## src/rtl/flag_pkg.sv

```systemverilog
// Shared types and constants for the ZCSO flag update sequencer and branch condition evaluation.
package flag_pkg;

    typedef enum logic [1:0] {
        ST_IDLE,
        ST_WAIT_ALU,
        ST_COMMIT
    } state_t;

    typedef enum logic [1:0] {
        CLS_NONE,
        CLS_ALL,
        CLS_ZCS,
        CLS_ZS
    } op_class_t;

    localparam logic [4:0] NOP_CODE = 5'b11111;

    localparam int Z_BIT = 0;
    localparam int C_BIT = 1;
    localparam int S_BIT = 2;
    localparam int O_BIT = 3;

    localparam logic [3:0] COND_ALWAYS = 4'd0;
    localparam logic [3:0] COND_Z      = 4'd1;
    localparam logic [3:0] COND_NZ     = 4'd2;
    localparam logic [3:0] COND_C      = 4'd3;
    localparam logic [3:0] COND_NC     = 4'd4;
    localparam logic [3:0] COND_S      = 4'd5;
    localparam logic [3:0] COND_NS     = 4'd6;
    localparam logic [3:0] COND_O      = 4'd7;
    localparam logic [3:0] COND_NO     = 4'd8;
    localparam logic [3:0] COND_LT     = 4'd9;
    localparam logic [3:0] COND_GE     = 4'd10;
    localparam logic [3:0] COND_LE     = 4'd11;
    localparam logic [3:0] COND_GT     = 4'd12;

    function automatic op_class_t op_class(input logic [4:0] code);
        if (code inside {5'd0, 5'd1, 5'd3, 5'd4, 5'd5, 5'd6})
            return CLS_ALL;
        else if (code inside {5'd8, 5'd9})
            return CLS_ZCS;
        else if (code inside {5'd17, 5'd18, [5'd20:5'd30]})
            return CLS_ZS;
        else
            return CLS_NONE;
    endfunction

endpackage

```

## src/rtl/flag_cond_eval.sv

```systemverilog
// Combinational branch condition evaluation against the ZCSO flags.
module flag_cond_eval
    import flag_pkg::*;
(
    input  logic [3:0] zcso,
    input  logic [3:0] br_cond,
    output logic       taken
);

    logic z, c, s, o;

    assign z = zcso[Z_BIT];
    assign c = zcso[C_BIT];
    assign s = zcso[S_BIT];
    assign o = zcso[O_BIT];

    always_comb begin
        taken = 1'b0;
        case (br_cond)
            COND_ALWAYS: taken = 1'b1;
            COND_Z:      taken = z;
            COND_NZ:     taken = !z;
            COND_C:      taken = c;
            COND_NC:     taken = !c;
            COND_S:      taken = s;
            COND_NS:     taken = !s;
            COND_O:      taken = o;
            COND_NO:     taken = !o;
            COND_LT:     taken = s ^ o;
            COND_GE:     taken = !(s ^ o);
            COND_LE:     taken = z | (s ^ o);
            COND_GT:     taken = !(z | (s ^ o));
            default:     taken = 1'b0;
        endcase
    end

endmodule

```

## src/rtl/flag_update_seq.sv

```systemverilog
// Sequences ALU flag-register updates and holds off branch condition reads while an update is in flight.
module flag_update_seq #(
    parameter int         TIMEOUT  = 16,
    parameter logic [4:0] NOP_CODE = flag_pkg::NOP_CODE
) (
    input  logic       clock,
    input  logic       reset,
    input  logic       op_valid,
    input  logic [4:0] op_code,
    output logic       op_ready,
    input  logic       alu_done,
    output logic [4:0] re_ctrl,
    input  logic [3:0] zcso,
    input  logic       br_valid,
    input  logic [3:0] br_cond,
    output logic       br_ready,
    output logic       br_resp_valid,
    output logic       br_taken,
    output logic       busy,
    output logic       err_timeout
);

    import flag_pkg::*;

    localparam int CNT_W = $clog2(TIMEOUT);
    localparam logic [CNT_W-1:0] CNT_LAST = CNT_W'(TIMEOUT - 1);

    state_t           state;
    logic [4:0]       op_latched;
    logic [CNT_W-1:0] cnt;
    logic             op_accept;
    logic             br_accept;
    logic             cond_taken;

    assign op_ready  = (state == ST_IDLE);
    assign busy      = (state != ST_IDLE);
    assign br_ready  = !busy;
    assign re_ctrl   = (state == ST_COMMIT) ? op_latched : NOP_CODE;
    assign op_accept = op_valid && op_ready;
    assign br_accept = br_valid && br_ready;

    flag_cond_eval u_cond (
        .zcso    (zcso),
        .br_cond (br_cond),
        .taken   (cond_taken)
    );

    always_ff @(posedge clock or posedge reset) begin
        if (reset) begin
            state         <= ST_IDLE;
            op_latched    <= NOP_CODE;
            cnt           <= '0;
            err_timeout   <= 1'b0;
            br_resp_valid <= 1'b0;
            br_taken      <= 1'b0;
        end else begin
            err_timeout   <= 1'b0;
            // Branch response uses the flags present at the accept edge
            br_resp_valid <= br_accept;
            br_taken      <= br_accept && cond_taken;
            case (state)
                ST_IDLE: begin
                    if (op_accept && op_class(op_code) != CLS_NONE) begin
                        op_latched <= op_code;
                        cnt        <= '0;
                        state      <= ST_WAIT_ALU;
                    end
                end
                ST_WAIT_ALU: begin
                    // A completion on the final allowed cycle beats the timeout
                    if (alu_done) begin
                        state <= ST_COMMIT;
                    end else if (cnt == CNT_LAST) begin
                        err_timeout <= 1'b1;
                        op_latched  <= NOP_CODE;
                        state       <= ST_IDLE;
                    end else begin
                        cnt <= cnt + CNT_W'(1);
                    end
                end
                ST_COMMIT: state <= ST_IDLE;
                default:   state <= ST_IDLE;
            endcase
        end
    end

endmodule

```

## config.mk

```make
export PLATFORM = sky130hd
export DESIGN_NAME = flag_update_seq
export DESIGN_NICKNAME = d
export VERILOG_FILES = /design/src/rtl/flag_pkg.sv /design/src/rtl/flag_cond_eval.sv /design/src/rtl/flag_update_seq.sv
export SDC_FILE = /design/constraint.sdc
export NUM_CORES = 1
export LEC_CHECK = 0
export CAP_MARGIN = 10
export CORE_UTILIZATION = 30
export CTS_CLUSTER_DIAMETER = 40
export DETAILED_ROUTE_END_ITERATION = 8
export SETUP_SLACK_MARGIN = 0.4
export SLEW_MARGIN = 10
export SYNTH_ARGS = -nofsm -noshare
export SYNTH_HDL_FRONTEND = slang
export SYNTH_HIERARCHICAL = 1
export SYNTH_SLANG_ARGS = --single-unit
```

## constraint.sdc

```tcl
create_clock -name clock -period 1.5 [get_ports clock]
set_input_delay 0.3 -clock clock [delete_from_list [all_inputs] [get_ports clock]]
set_output_delay 0.3 -clock clock [all_outputs]
set_load 0.05 [all_outputs]
```

# Yosys cells after proc, flatten, opt, wreduce, memory -nomap -nowiden
# Cells that the tools add are included.
[totals] register_bits=14 input_bits=18 out_inout_bits=11 elab_cells=85
[classes] n_addsub=1 order_cmp=2 eq_ne=29 muxes=21 n_bitwise=2 n_reduce_logical=24
[op_table] operator="4-bit == test, second input constant" n=6
[op_table] operator="5-bit two-way mux" n=4
[op_table] operator="4-bit by 3-bit == test with 1-bit output, second input constant" n=4
[op_table] operator="5-bit by 3-bit == test with 1-bit output, second input constant" n=3
[op_table] operator="2-bit two-way mux" n=7
[op_table] operator="1-bit one-hot mux with 13 select lines" n=1
[op_table] operator="4-bit two-way mux" n=3
[op_table] operator="5-bit by 4-bit == test with 1-bit output, second input constant" n=2
[op_table] operator="5-bit == test, second input constant" n=2
[op_table] operator="5-bit one-hot mux with 2 select lines" n=1
[op_table] operator="4-bit by 2-bit == test with 1-bit output, second input constant" n=2
[op_table] operator="4-bit one-hot mux with 2 select lines" n=1
[op_table] operator="4-bit AND reduction" n=2
[op_table] operator="2-bit nonzero test" n=4
[op_table] operator="1-bit logical NOT" n=7
[op_table] operator="2-bit inequality test, second input constant" n=3
[op_table] operator="6-bit nonzero test" n=1
[op_table] operator="5-bit by 1-bit == test with 1-bit output, second input constant" n=1
[op_table] operator="5-bit by 2-bit == test with 1-bit output, second input constant" n=1
[op_table] operator="5-bit greater-or-equal comparator, second input constant" n=1
[op_table] operator="5-bit less-or-equal comparator, second input constant" n=1
[op_table] operator="1-bit logical AND" n=5
[op_table] operator="5-bit logical NOT" n=1
[op_table] operator="4-bit by 1-bit adder with 4-bit output, second input constant" n=1
[op_table] operator="other kinds (13)" n=15

# Longest topological paths before layout
# Gate-level depths: netlist (run 1).
[logic_depth] depth_word=11 depth_mapped=5 depth_no_buf=5

# Cells and area by module
# Netlist (run 1), hierarchy kept.
[by_module_without_submodules] module="flag_update_seq" instances=1 cells_each=72 area_each_um2=735.7 seq_area_each_um2=356.6
[by_module_without_submodules] module="flag_cond_eval" instances=1 cells_each=19 area_each_um2=123.9 seq_area_each_um2=0.0

# Worst setup path after synthesis (run 1)
# No wires, ideal clock.
[synth_path] path_type="register -> register" start="reg state[1]" end="reg op_latched[0]" setup_ns=0.075 arrival_time_ns=2.000 required_ns=1.425 slack_ns=-0.575 path_stages_with_launch=5 n_path_buf=0 period_less_slack_ns=2.075 path_cell_list="dfrtp_1 -> nor2_1 -> o2111ai_2 -> nor2_4 -> mux2i_1"
[synth_between] elab_chain_cells=5 elab_cells_between_ends=10 classes_between="eq/ne: 4; mux: 1; reduce/logical: 5"
[synth_lines] item="from (decl)" line="flag_update_seq.sv:28" source="state_t state;"
[synth_lines] item="from (signal assigned)" line="flag_update_seq.sv:50" source="state <= ST_IDLE;"
[synth_lines] item="from (signal assigned)" line="flag_update_seq.sv:66" source="state <= ST_WAIT_ALU;"
[synth_lines] item="from (signal assigned)" line="flag_update_seq.sv:72" source="state <= ST_COMMIT;"
[synth_lines] item="2-bit logical NOT" line="flag_update_seq.sv:35, flag_update_seq.sv:61"
[synth_lines] item="1-bit logical AND" line="flag_update_seq.sv:39" source="assign op_accept = op_valid && op_ready;"
[synth_lines] item="1-bit logical AND" line="flag_update_seq.sv:63" source="if (op_accept && op_class(op_code) != CLS_NONE) begin"
[synth_lines] item="2-bit by 1-bit inequality test with 1-bit output (no source line)"
[synth_lines] item="4-bit AND reduction (no source line)"
[synth_lines] item="to (signal assigned)" line="flag_update_seq.sv:64" source="op_latched <= op_code;"
[synth_lines] item="to (decl)" line="flag_update_seq.sv:29" source="logic [4:0] op_latched;"
# Several ways; a longest one is shown, not always the timed one.
# A chain may end at the register's enable or synchronous reset.

# Worst setup path in the final report (run 1)
[layout_path] start="reg state[1]" end="out re_ctrl[0]"
[layout_between] elab_chain_cells=2
[layout_lines] item="2-bit == test" line="flag_update_seq.sv:38" source="assign re_ctrl = (state == ST_COMMIT) ? op_latched : NOP_CODE;"
[layout_lines] item="5-bit two-way mux" line="flag_update_seq.sv:38"
[layout_lines] item="to (decl)" line="flag_update_seq.sv:12" source="output logic [4:0] re_ctrl,"
# No other way between the ends.

==> impl_metrics.py, run 1 <==
metrics = {
    "die": {
        "core_region_area_sq_mm": 0.00273,
        "start_util_pct": 31.4,
        "ioPinCount": 29,
        "fp.dieArea_sq_mm": 0.00308,
        "core.rowCount": 19,
        "die_w_um": 55.5,
        "die_height_um": 55.5,
    },
    "global_routing": {
        "overflow": 0,
        "antenna_found_initial": 0,
        "grt_pass1_wl_mm": 3.46,
        "track_usage_pct": 14.4,
        "grt_pass1_vias": 815,
        "grt_max_degree": 15,
    },
    "worst_setup_path": {
        "cp.required_ps": 1200,
        "cpMostUsedCell": "buf_8",
        "critPathLaunchType": "register",
        "cp_max_fo": 5,
        "cp-end-kind": "output port",
        "crit_type": "reg -> out",
        "critPathBufInv": 2,
        "cp.arrival_ps": 1230,
        "worstPathCellList": "nor2b_4 > buf_8 > nand2b_4 > buf_8",
        "slowest_stage": "dfrtp_2",
        "crit_family": "flip-flops",
        "cpPeakStageDelay_ps": 420,
    },
    "clock_tree": {
        "cts_hold_buffers": 0,
        "clkLatencyLatePin_ps": 280,
        "cts_sinks": 14,
        "clockRootBuffer": "clkbuf_4",
        "htree_levels": 1,
        "numCtsBuffers": 3,
        "cts_tree": "built",
        "clkTransAtPathRegs_ps": 80,
        "clockBufferDepth": 2,
    },
    "route": {
        "dr.pass1.iters": 3,
        "wl_met3_um": 68,
        "met2_length_mm": 1.21,
        "via_per_inst": 4.87,
        "wl_met1_um": 843,
        "vias": 838,
        "drc": 0,
        "avgRoutedWirePerCell_um": 12.5,
        "first_iter_violations": 5,
        "maxUsedRoutingLayer": "met4",
        "wirelength_mm": 2.15,
        "antenna_left": 0,
    },
    "timing": {
        "worst_slack_ps": -30.4,
        "slew_headroom_pct": 82.7,
        "period_needed_ps": 1530,
        "rsz0062_at_grt": "true",
        "fin_skew_ps": 2.84,
        "clock.fmax_ghz": 0.653,
        "final_hold_viol_count": 0,
        "worst_slew_pin_slew_ps": 259,
        "fin_crit_sh_pct": 102,
        "final_max_slew_viol_count": 0,
        "setup_viol": 5,
    },
    "cells_and_area": {
        "antenna_cells": 0,
        "final_common_cell": "buf_4",
        "multi_input_area_sq_um": 606,
        "regArea_sq_um": 359,
        "mostFrequentLayoutCells": "buf_4 (12), nor2_1 (10), buf_6 (9)",
        "syn_to_final_growth_pct": 81.8,
        "final_util_pct": 57.2,
        "drive_gt1_share_pct": 56.0,
        "num-nets-final": 161,
        "fin_area_sq_mm": 0.00156,
        "fillCellCount": 247,
    },
    "yosys": {
        "ys_warn_count": 6,
        "netlist_area_sq_um": 860,
        "synth_cells": 91,
        "ys_ff_latch": 14,
        "syn_nets": 110,
        "synth_seq_area_share_pct": 41.5,
        "synth_cell_type_count": 34,
        "post_synth.cell_area_avg_sq_um": 9.45,
    },
    "worst_hold_path": {
        "hp-class": "in -> async",
    },
    "place": {
        "port_buffers": 28,
        "gp_congestion": 0.776,
        "dpl.hpwl_mm": 1.58,
        "dpl_cell_area_sq_mm": 0.00133,
        "post-place-ws_ps": -479,
    },
    "run_status": {
        "violations": "setup timing",
        "outcome": "finished with violations",
    },
    "power_and_ir_drop": {
        "p_leak_nw": 0.693,
        "vdd_ir_drop_max_uv": 659,
        "power.density_mw_per_mm2": 1120,
        "power.total_w": 0.00176,
    },
    "run": {
        "max-cap-violations": 0,
    },
}
path summary, 6_finish.rpt:
path,from,end,slack (ps),cells after the start
hold / removal,reset,err_timeout,300,3
min in group clock,op_code[1],op_latched[1],400,4
setup reg to reg,state[0],cnt[1],60,6
setup / recovery,state[1],re_ctrl[0],-30,4
max in group asynchronous,reset,op_latched[1],960,3
hold reg to reg,cnt[0],cnt[0],520,1
flip-flops by register name, summed over array words and instances (netlist names):
| signal | cells |
|---|---|
| cnt | 4 |
| state | 2 |
| op_latched | 5 |
| br_resp_valid | 1 |
| err_timeout | 1 |
| br_taken | 1 |
what timing repair did:
item,in CTS,in global routing
pin swaps,9,10
setup buffers,2,4
gates resized for setup,40,42
endpoints found under the setup margin,23,23
Yosys cell counts:
| cell | instances | area, sq um |
|---|---|---|
| dfrtp_1 | 9 | 225 |
| o2111ai_2 | 1 | 15.0 |
| o21ai_0 | 4 | 20.0 |
| o21ai_2 | 1 | 8.76 |
| and2_2 | 1 | 7.51 |
| nor3b_2 | 1 | 12.5 |
| dfstp_2 | 5 | 131 |
| buf_4 | 1 | 7.51 |
| nor3b_1 | 2 | 15.0 |
| nor2_1 | 11 | 41.3 |
| a21oi_1 | 2 | 10.0 |
| ha_1 | 1 | 12.5 |
| or3_1 | 1 | 6.26 |
| or4_1 | 1 | 7.51 |
| mux2i_1 | 7 | 70.1 |
| a311o_2 | 1 | 11.3 |
| and2b_2 | 1 | 8.76 |
| o31ai_1 | 1 | 7.51 |
| and3_1 | 1 | 6.26 |
| a211oi_1 | 1 | 7.51 |
| nand2_1 | 4 | 15.0 |
| xnor2_1 | 3 | 26.3 |
| nor2_4 | 2 | 22.5 |
| nand3b_1 | 1 | 7.51 |
| nor2b_1 | 1 | 6.26 |
| a311oi_1 | 1 | 8.76 |
| inv_1 | 9 | 33.8 |
| and2_1 | 2 | 12.5 |
| nand3_1 | 3 | 15.0 |
| nand2b_1 | 5 | 31.3 |
| a21boi_0 | 1 | 7.51 |
| a31oi_1 | 2 | 12.5 |
| o22ai_1 | 1 | 6.26 |
| o211ai_1 | 3 | 22.5 |
through the flow:
| step | setup TNS [ps] | instances | hold WS, ps |
|---|---|---|---|
| 2_1_floorplan | 0 | 91 | 186 |
| 3_3_place_gp | -4200 | 162 | 493 |
| 3_5_place_dp | -4500 | 162 | 514 |
| 4_1_cts | -370 | 168 | 310 |
| 5_1_grt | -598 | 172 | 328 |
| 6_report | -123 | 172 | 304 |
where the power goes:
group	switching [W]	total, W	internal, W
clock	0.000125	0.000228	0.000103
sequential	0.0000832	0.000607	0.000524
combinational	0.000436	0.000922	0.000486
cells by family (layout without fill, tap and decap cells):
kind of cell    count (synthesis)  in the layout  share of synthesized area [%]
simple gates                   37             37                           25.0
compound gates                 19             19                           16.0
flops                          14             14                           41.5
buf+inv                        10             60                           4.80
mux                             7              7                           8.15
xor+xnor                        3              3                           3.06
fa+ha+maj                       1              1                           1.46
tightest hold or removal path, stage by stage:
cell             delay, ps
clkdlybuf4s50_1        390
inv_1                   50
buf_4                  210
area by class of cell:
| cell class | count | area share, % |
|---|---|---|
| Multi-Input combinational cell | 67 | 38.8 |
| Tap cell | 31 | 2.48 |
| Sequential cell | 14 | 23.0 |
| Clock buffer | 4 | 1.68 |
| Timing Repair Buffer | 47 | 31.8 |
| Inverter | 9 | 2.32 |
per-layer routing:
metal / up-vias / global-route usage [%]
met1: 394 / 15.9
met5: - / 0
met4: 0 / 8.93
met2: 22 / 25.3
li1: 418 / -
met3: 4 / 2.81
Note: power is estimated with default switching activity, not from simulation.
==> inputs of run 2 (changes only) <==
--- a/config.mk
+++ b/config.mk
@@ -9,6 +9,7 @@
 export CORE_UTILIZATION = 30
 export CTS_CLUSTER_DIAMETER = 40
 export DETAILED_ROUTE_END_ITERATION = 8
+export GPL_ROUTABILITY_DRIVEN = 0
 export SETUP_SLACK_MARGIN = 0.4
 export SLEW_MARGIN = 10
 export SYNTH_ARGS = -nofsm -noshare
==> results of run 2 <==
Final layout, timing and power as in run 1 (identical DEF).
